--- src/rtl/run_pattern_gen.sv ---
// Serializes WIDTH-bit frames LSB first and predicts a run detector's Moore
// output (z_exp) together with a saturating per-frame count of z_exp-high cycles.
module run_pattern_gen #(
   parameter int WIDTH = 8
) (
   input  logic             clk,
   input  logic             reset,
   input  logic [WIDTH-1:0] data,
   input  logic             valid,
   output logic             ready,
   output logic             w,
   output logic             w_valid,
   output logic             z_exp,
   output logic [7:0]       hits,
   output logic             done,
   output logic [2:0]       state
);

   localparam int CW = $clog2(WIDTH + 1);

   typedef enum logic [2:0] {
      IDLE  = 3'b001,
      SHIFT = 3'b010,
      DONE  = 3'b100
   } state_t;

   state_t           cur, nxt;
   logic [WIDTH-1:0] sr;
   logic [CW-1:0]    cnt;
   logic             prev, have_prev;
   logic             last_bit, match;

   assign state    = cur;
   assign last_bit = (cnt == CW'(WIDTH - 1));
   // A run continues when the bit on w now equals the one sent last cycle.
   assign match    = have_prev & (sr[0] == prev);

   always_ff @(posedge clk or posedge reset) begin
      if (reset) cur <= IDLE;
      else       cur <= nxt;
   end

   // NOTE: every output gets a default before the case so no path leaves a
   // signal unassigned, which would otherwise infer a latch.
   always_comb begin
      nxt     = cur;
      ready   = 1'b0;
      w       = 1'b0;
      w_valid = 1'b0;
      done    = 1'b0;
      case (cur)
         IDLE: begin
            ready = 1'b1;
            if (valid) nxt = SHIFT;
         end
         SHIFT: begin
            w       = sr[0];
            w_valid = 1'b1;
            if (last_bit) nxt = DONE;
         end
         DONE: begin
            done = 1'b1;
            nxt  = IDLE;
         end
         default: nxt = IDLE;
      endcase
   end

   // NOTE: state is updated with non-blocking assignments so every register
   // samples the pre-edge values of the others, independent of statement order.
   always_ff @(posedge clk or posedge reset) begin
      if (reset) begin
         sr        <= '0;
         cnt       <= '0;
         prev      <= 1'b0;
         have_prev <= 1'b0;
         z_exp     <= 1'b0;
         hits      <= 8'd0;
      end else begin
         case (cur)
            IDLE: begin
               z_exp <= 1'b0;
               if (valid) begin
                  sr        <= data;
                  cnt       <= '0;
                  prev      <= 1'b0;
                  have_prev <= 1'b0;
                  hits      <= 8'd0;
               end
            end
            SHIFT: begin
               sr        <= sr >> 1;
               cnt       <= cnt + CW'(1);
               prev      <= sr[0];
               have_prev <= 1'b1;
               z_exp     <= match;
               if (match && hits != 8'hFF) hits <= hits + 8'd1;
            end
            default: z_exp <= 1'b0;
         endcase
      end
   end

endmodule

--- config.mk ---
export PLATFORM = sky130hd
export DESIGN_NAME = run_pattern_gen
export DESIGN_NICKNAME = d
export VERILOG_FILES = /design/src/rtl/run_pattern_gen.sv
export SDC_FILE = /design/constraint.sdc
export NUM_CORES = 1
export LEC_CHECK = 0
export BUFFER_PORTS_ARGS = -buffer_cell sky130_fd_sc_hd__buf_2
export CAP_MARGIN = 20
export CORE_ASPECT_RATIO = 1.75
export CORE_MARGIN = 2
export CORE_UTILIZATION = 53
export CTS_CLUSTER_SIZE = 16
export DETAILED_ROUTE_END_ITERATION = 6
export GPL_TIMING_DRIVEN = 0
export PLACE_DENSITY = 0.78
export SLEW_MARGIN = 25
export SYNTH_ARGS = -nofsm -noshare
export SYNTH_HDL_FRONTEND = slang
export SYNTH_SLANG_ARGS = --single-unit
export TNS_END_PERCENT = 100
--- constraint.sdc ---
create_clock -name clk -period 2.1 [get_ports clk]
set_input_delay 0.105 -clock clk [delete_from_list [all_inputs] [get_ports clk]]
set_output_delay 0.105 -clock clk [all_outputs]
set_load 0.005 [all_outputs]
==> PnR_summary.wiki, run 1 <==
{| class="wikitable"
! Metric !! Value
|-
| Result of the run || finished clean
|-
| Largest net degree at the start of global routing || 27
|-
| Share of synthesized cell area in full adder, half adder and majority cells || 1.940%
|-
| Startpoint of the lowest-slack register-to-register path || state[2]
|-
| Standard cell with the maximum stage delay on the critical path || dfrtp_1
|-
| Post-Syn Instances || 127
|-
| Total clock buffers created by CTS || 3
|-
| Destination of the worst hold path || sr[7]
|-
| Root Driver || clkbuf_8
|-
| Growth of design area from synthesis to finish || 18.82%
|-
| Post-synthesis xor/xnor area fraction || 1.358%
|-
| Top-Level Pins || 27
|-
| Wire length of the first global-routing pass || 4692 um
|-
| Number of max-slew violations in the final report || 0
|-
| Fillers || 201
|-
| Max-capacitance violation count || 0
|-
| H-tree depth reported by CTS || 1
|-
| Basic-gate share of the synthesized area counting and, or, nand and nor cells || 19.50%
|-
| Combinational family with the most area after synthesis || simple AND/OR/NAND/NOR gates
|-
| Number of global-route vias before repair || 1,061
|-
| Number of nets produced by synthesis || 140
|-
| Sinks on the clock net || 26
|-
| Max rail drop VDD || 714.8 uV
|-
| Clk buf depth || 2
|-
| Data arrival time of the worst path || 1.78 ns
|-
| Pin slew with the least headroom to its limit || 0.5376 ns
|-
| Total power per unit cell area || 1124 mW/mm^2
|-
| Die Ht || 69.27 um
|-
| Number of buffer and inverter stages on the critical path || 3
|-
| Startpoint-to-endpoint class of the critical path || flip-flop to output port
|-
| Crit path largest cell delay || 0.44 ns
|-
| FP Rows || 23
|-
| Endpoint kind of the worst setup timing path || output port
|-
| Number of antenna violations at the first check in global routing || 0
|-
| Beginning of the worst hold path || data[7]
|-
| Max-Slew Margin vs Limit || 64.11%
|-
| Iter 0 DRT Violations || 55
|-
| Hold slack || 0.05181 ns
|-
| Sum of negative setup slack || 0 ns
|-
| Area of all placed cells without fillers || around 0.0015 sq mm
|-
| Drt wl/cell || ~15 um
|-
| Final clock period utilization by the worst path || 89.59%
|-
| Fmax || 531.5 MHz
|-
| Setup Viol. Count Final || 0
|-
| Required time at the worst-slack endpoint || around 2 ns
|-
| Effective utilization at floorplan || 56.03%
|-
| Diode count || 0
|-
| Final wirelength || 2666 um
|-
| Vias per cell || 5.902
|-
| Number of antenna-violating nets in the routed design || 0
|-
| Mapped Area || 0.001290 sq mm
|-
| Number of distinct library cells after synthesis || 36
|-
| Total Die Area || about 0.0029 sq mm
|-
| Gates resized, CTS repair || 0
|-
| Gpl congestion || 0.7911
|-
| Tot GR Track Use || 22.57%
|-
| I/O Buffers || 26
|-
| Pre-Repair DR Iteration Count || 4
|-
| Proportion of synthesized area in mux cells || roughly 5.4%
|-
| Clock-pin slew of the registers on the worst-case setup and hold paths || 0.09 ns
|-
| Worst-Skew Late Latency || 0.28 ns
|-
| Unrepaired setup endpoints after global routing || no
|-
| Worst Skew || 0.004995 ns
|-
| Final global-route overflow total || 0
|-
| Total number of vias || 1,080
|-
| Total power of the final layout || ~0.0017 W
|-
| Proportion of synthesized chip area in sequential cells || 50.53%
|-
| Final nets || about 170
|-
| Static power due to leakage || 0.7626 nW
|-
| Crit-path cells || or3b_4, clkinv_4, clkbuf_1, buf_2
|-
| Worst r2r dst || hits[3]
|-
| Compound-Gate Fraction of Synth Area || between 10% and 20%
|-
| Footprint of the multi-input gates || 600.6 sq um
|-
| Placed Instance Area || around 0.0015 sq mm
|-
| Top fanout value on the critical path || 10
|-
| Std-Cell Core Area || approximately 0.0023 sq mm
|-
| Synthesized area divided by synthesized cell count || 10.16 sq um
|-
| Fraction of final layout cells sized beyond drive strength 1 || about a quarter
|-
| Worst setup slack for register-to-register paths || about 0.34 ns
|-
| Worst hold stages || 3
|-
| Storage element area || about 650 sq um
|-
| Number of storage elements in the synthesis netlist || 26
|-
| Final hold violation count || 0
|-
| Die Width || 41.30 um
|-
| Kind of cell with the highest combined delay on the critical path || buffers and inverters
|-
| Reg2reg path depth || 6
|-
| Worst min-delay path class || input pin to flip-flop
|-
| Final Core Density || between 60 and 70%
|-
| DRC viols || 0
|-
| Type of origin of the critical path || flip-flop
|-
| Shortest period the worst path allows || between 1.5 and 2 ns
|-
| Yosys warning count || 0
|-
| CTS tree || built
|-
| Total half-perimeter wirelength after legalization and detailed placement || 1956 um
|}
==> cell families after synthesis <==
group,count (synthesis)
compound gates,34
xor+xnor,2
fa+ha+maj,2
buf+inv,7
flops,26
mux,7
simple gates,49
==> flip-flops by register name, summed over array words and instances, names as in the netlist <==
register,flops
state,3
cnt,4
z_exp,1
sr,8
prev,1
have_prev,1
hits,8
==> layout by cell type (no fill, tap or decap), types with 4 or more instances in the layout <==
cell / n
nand3_1: 5
mux2i_1: 7
and3_1: 4
dfrtp_1: 25
buf_2: 27
o21ai_0: 7
nor2_1: 6
nand2_1: 23
o21ai_1: 10
==> cells in the mapped netlist <==
cell type | n | area share (%)
a2111oi_4 | 1 | 2.1
a211o_1 | 2 | 1.4
a21o_1 | 3 | 1.7
a21oi_1 | 3 | 1.2
a21oi_2 | 1 | 0.68
a31oi_1 | 1 | 0.49
and2_1 | 1 | 0.49
and3_1 | 4 | 1.9
and4bb_2 | 1 | 0.97
buf_2 | 1 | 0.39
clkbuf_1 | 3 | 0.87
clkinv_4 | 2 | 1.4
dfrtp_1 | 25 | 48
dfstp_2 | 1 | 2.0
ha_1 | 2 | 1.9
inv_1 | 1 | 0.29
mux2i_1 | 7 | 5.4
nand2_1 | 23 | 6.7
nand3_1 | 5 | 1.9
nand3_4 | 1 | 1.4
nand4_1 | 1 | 0.49
nor2_1 | 6 | 1.7
nor3_1 | 1 | 0.39
nor3b_1 | 2 | 1.2
nor4_1 | 2 | 0.97
o211a_1 | 1 | 0.78
o211ai_1 | 1 | 0.58
o21ai_0 | 7 | 2.7
o21ai_1 | 10 | 3.9
o21ba_1 | 2 | 1.6
o22a_1 | 1 | 0.68
o31ai_1 | 1 | 0.58
or3_1 | 1 | 0.49
or3b_4 | 1 | 0.87
xnor2_1 | 1 | 0.68
xor2_1 | 1 | 0.68
==> layer usage <==
layer  vias up  track usage [%]  routed length [um]
met3         4            2.885                 113
li1        517                -                   -
met2        39            36.63                1437
met5         -                0                   0
met4         0            7.527                  48
met1       520            29.27                1067
==> timing repair <==
action,4_1_cts,5_1_grt
buffers inserted,0,0
hold buffers,0,1
endpoints found under the hold margin,0,25
==> stage by stage <==
stage,setup slack [ns],std cells
floorplan,0.5267,127
global placement,0.4006,178
detailed placement,0.3582,178
CTS,0.2106,182
global route,0.09297,183
finish,0.2187,183
==> power by group <==
part / leakage [nW] / internal, W / switching, W
Sequential: 0.340 / 0.000651 / 0.000114
Clock: 0.0357 / 0.000256 / 0.000172
Combinational: 0.387 / 0.000228 / 0.000303
Total: 0.763 / 0.00113 / 0.000589
==> how the worst max path moves through the flow <==
stage,start,endpoint,slack (ns),cells past startpoint
6_report,state[2],w_valid,0.22,4
5_1_grt,state[2],w_valid,0.09,4
4_1_cts,state[2],w_valid,0.21,4
3_5_place_dp,state[2],hits[3],0.36,6
3_3_place_gp,state[2],hits[3],0.40,6
2_1_floorplan,state[2],hits[7],0.53,6
==> tightest hold or removal path: cells and delay by family <==
family          cells  cell delay, ns
simple gates        1            0.04
buf+inv             1            0.10
compound gates      1            0.05
==> layout make-up <==
class                           instances  area share [%]
Sequential cell                        26           42.53
Clock inverter                          1           1.959
Clock buffer                            3           2.694
Buffer                                  4           1.061
Multi-Input combinational cell         94           39.18
Tap cell                               25           2.041
Timing Repair Buffer                   27           9.143
Inverter                                3           1.388
No activity file was read; power rests on OpenSTA's default activity.
==> run 2, diff against run 1 <==
- BUFFER_PORTS_ARGS: -buffer_cell sky130_fd_sc_hd__buf_2 -> not set
- CORE_ASPECT_RATIO: 1.75 -> not set
- CORE_UTILIZATION: 53 -> 61
- DONT_BUFFER_PORTS: not set -> 1
- PLACE_DENSITY: 0.78 -> 0.77
- RECOVER_POWER: not set -> 50
==> PnR_summary.wiki, run 2 (same netlist as run 1, synthesis figures left out) <==
{| class="wikitable"
! Metric !! Value
|-
| Post CTS Setup Buffer Count || 0 (unchanged)
|-
| Top fanout value on the critical path || 10 (unchanged)
|-
| Number of max-slew violations in the final report || 0 (unchanged)
|-
| Hold bufs inserted after CTS || 9 (+9)
|-
| Effective utilization at floorplan || 65.09% (+9.1 points)
|-
| H-tree depth reported by CTS || 1 (unchanged)
|-
| Endpoint kind of the worst setup timing path || output port
|-
| Startpoint-to-endpoint class of the critical path || flip-flop to output port
|-
| Die Ht || 49.99 um (-28%)
|-
| Final wirelength || 2479 um (-7.0%)
|-
| Growth of design area from synthesis to finish || 13.68%
|-
| Largest registers || hits (8), sr (8), cnt (4)
|-
| Total Die Area || 0.002499 sq mm (-13%)
|-
| Final clock period utilization by the worst path || 84.70% (-4.9 points)
|-
| Shortest period the worst path allows || 1.779 ns (-0.1026 ns)
|-
| Worst-Skew Late Latency || 0.33 ns (+0.05 ns)
|-
| Portion of total power attributed to sequential cells || 49.1% (+4.7 points)
|-
| Pin slew with the least headroom to its limit || 0.9368 ns (+0.3992 ns)
|-
| Fraction of final layout cells sized beyond drive strength 1 || 9.286% (-16 points)
|-
| Standard cell with the maximum stage delay on the critical path || dfrtp_1
|-
| Vias per cell || 6.012 (+1.9%)
|-
| Part of the total power dissipated in the clock network || 21.4% (-3.4 points)
|-
| Most common cell after layout, fill and taps aside || dfrtp_1
|-
| Std-Cell Core Area || 0.001982 sq mm (-14%)
|-
| Data arrival time of the worst path || 1.67 ns (-0.11 ns)
|-
| Startpoint of the lowest-slack register-to-register path || state[2]
|-
| Iter 0 DRT Violations || 34 (-38%)
|-
| Tot GR Track Use || 23.31% (+0.74 points)
|-
| FP Rows || 16 (-30%)
|-
| Type of origin of the critical path || flip-flop
|-
| Max-capacitance violation count || 0 (unchanged)
|-
| Max rail drop VDD || 769.6 uV (+7.7%)
|-
| DRC viols || 0 (unchanged)
|-
| Reg2reg path depth || 6 (unchanged)
|-
| Max-Slew Margin vs Limit || 37.47% (-27 points)
|-
| Clock-pin slew of the registers on the worst-case setup and hold paths || 0.12 ns (+0.03 ns)
|-
| Wire length of the first global-routing pass || 4471 um (-4.7%)
|-
| Gpl congestion || 0.7912 (about the same)
|-
| Internal cell power || 0.001035 W (-8.7%)
|-
| CTS tree || built
|-
| Gates resized, CTS repair || 0 (unchanged)
|-
| Total clock buffers created by CTS || 3 (unchanged)
|-
| Worst Skew || 0.01467 ns (+0.009670 ns)
|-
| Number of antenna-violating nets in the routed design || 0 (unchanged)
|-
| Final global-route overflow total || 0 (unchanged)
|-
| Worst r2r dst || hits[7]
|-
| Fin cells || 167 (-8.7%)
|-
| Final hold violation count || 0 (unchanged)
|-
| CP startpoint || state[2]
|-
| Share of total power in combinational logic || 29.4% (-1.4 points)
|-
| Crit-path cells || or3b_4, clkinv_4, clkbuf_1
|-
| Unrepaired setup endpoints after global routing || no
|-
| Sw Ratio || 34.33% (+0.15 points)
|-
| Root Driver || clkbuf_4
|-
| Clk buf depth || 2 (unchanged)
|-
| I/O Buffers || 0 (-100%)
|-
| Result of the run || finished clean
|-
| Setup Viol. Count Final || 0 (unchanged)
|-
| Placed instance count || 154 (-13%)
|-
| Kind of cell with the highest combined delay on the critical path || buffers and inverters
|-
| Number of buffer and inverter stages on the critical path || 2 (-1)
|-
| Total number of vias || 1,004 (-7.0%)
|-
| Pre-Repair DR Iteration Count || 4 (unchanged)
|-
| Drt wl/cell || 14.84 um (+1.9%)
|-
| Required time at the worst-slack endpoint || 2.00 ns (about the same)
|-
| Worst setup slack for register-to-register paths || 0.37 ns (+0.03 ns)
|-
| Number of antenna violations at the first check in global routing || 0 (unchanged)
|-
| Die Width || 49.99 um (+21%)
|-
| Capture point of the critical path || w_valid
|-
| Sinks on the clock net || 26 (unchanged)
|-
| Leading cell types in the layout, fill and taps excluded || dfrtp_1 (25), nand2_1 (23), o21ai_1 (10)
|-
| Sum of negative setup slack || 0 ns (unchanged)
|-
| Top-Level Pins || 27 (unchanged)
|-
| Final nets || 154 (-10%)
|-
| Total power per unit cell area || 1075 mW/mm^2 (-4.4%)
|-
| Net Sw Power || 0.0005413 W (-8.1%)
|-
| Critical path depth in cells || 3 (-1)
|-
| Fmax || 562.2 MHz (+5.8%)
|-
| Crit path largest cell delay || 0.46 ns (+0.02 ns)
|-
| Number of global-route vias before repair || 1,016 (-4.2%)
|-
| Static power due to leakage || 0.6665 nW (-13%)
|-
| Diode count || 0 (unchanged)
|-
| Total half-perimeter wirelength after legalization and detailed placement || 1783 um (-8.8%)
|-
| Largest net degree at the start of global routing || 27 (unchanged)
|-
| Worst min-delay path class || input pin to flip-flop
|}
[run 2: cell types whose count changed in the layout (fill, tap and decap cells not counted)]
cell and change:
buf_2 -26, dlygate4sd3_1 +8, clkbuf_4 +3, clkbuf_8 -3, inv_1 +1, inv_2 -1
[run 2: cell type report]
class                           count  area, sq um
Timing Repair Buffer                9        90.09
Buffer                              4        16.27
Fill cell                         155        515.5
Multi-Input combinational cell     94        600.6
Clock inverter                      1        30.03
Clock buffer                        3        22.52
Sequential cell                    26        651.9
Tap cell                           27        33.78
Inverter                            3        21.27
[run 2: power by group through the flow]
stage / combinational [W] / clock, W / sequential (W)
finish: 0.000464 / 0.000338 / 0.000774
global route: 0.000523 / 0.000363 / 0.000799
CTS: 0.000467 / 0.000351 / 0.000776
detailed placement: 0.000453 / 0 / 0.000786
global placement: 0.000441 / 0 / 0.000776
floorplan: 0.000376 / 0 / 0.000753
[run 2: worst register-to-register path: cells and delay by family, from the launching register on]
kind            cells  cell delay [ns]
flops               1             0.46
simple gates        2             0.57
buf+inv             2             0.20
compound gates      2             0.40
[run 2: worst min path at each step]
stage / slack, ns / start / end / cells past startpoint
after global routing: 0.11 / valid / state[1] / 2
after detailed placement: 0.25 / data[7] / sr[7] / 2
after CTS: 0.09 / valid / state[1] / 2
final: 0.11 / valid / state[1] / 2
after global placement: 0.24 / reset / cnt[3] / 1
after floorplan: 0.14 / reset / cnt[0] / 1
[run 2: stage by stage]
step | hold WS [ns] | total power [W] | setup WS (ns) | utilization (%) | instance area [sq um]
finish | 0.1052 | 0.001577 | 0.3212 | 73.99 | 1466
detailed placement | 0.2465 | 0.001239 | 0.3771 | 66.79 | 1324
global placement | 0.2427 | 0.001217 | 0.3971 | 66.79 | 1324
floorplan | 0.1443 | 0.001129 | 0.5267 | - | 1290
CTS | 0.08780 | 0.001593 | 0.2930 | 73.99 | 1466
global route | 0.1058 | 0.001685 | 0.2109 | 73.99 | 1466
[run 2: layer usage]
| metal | global-route usage, % | share of wire (%) | up-vias |
|---|---|---|---|
| li1 | - | - | 483 |
| met1 | 31.65 | 42 | 484 |
| met2 | 38.60 | 51 | 35 |
| met3 | 3.333 | 6.3 | 2 |
| met4 | 6.944 | 0.77 | 0 |
| met5 | 0 | 0 | - |
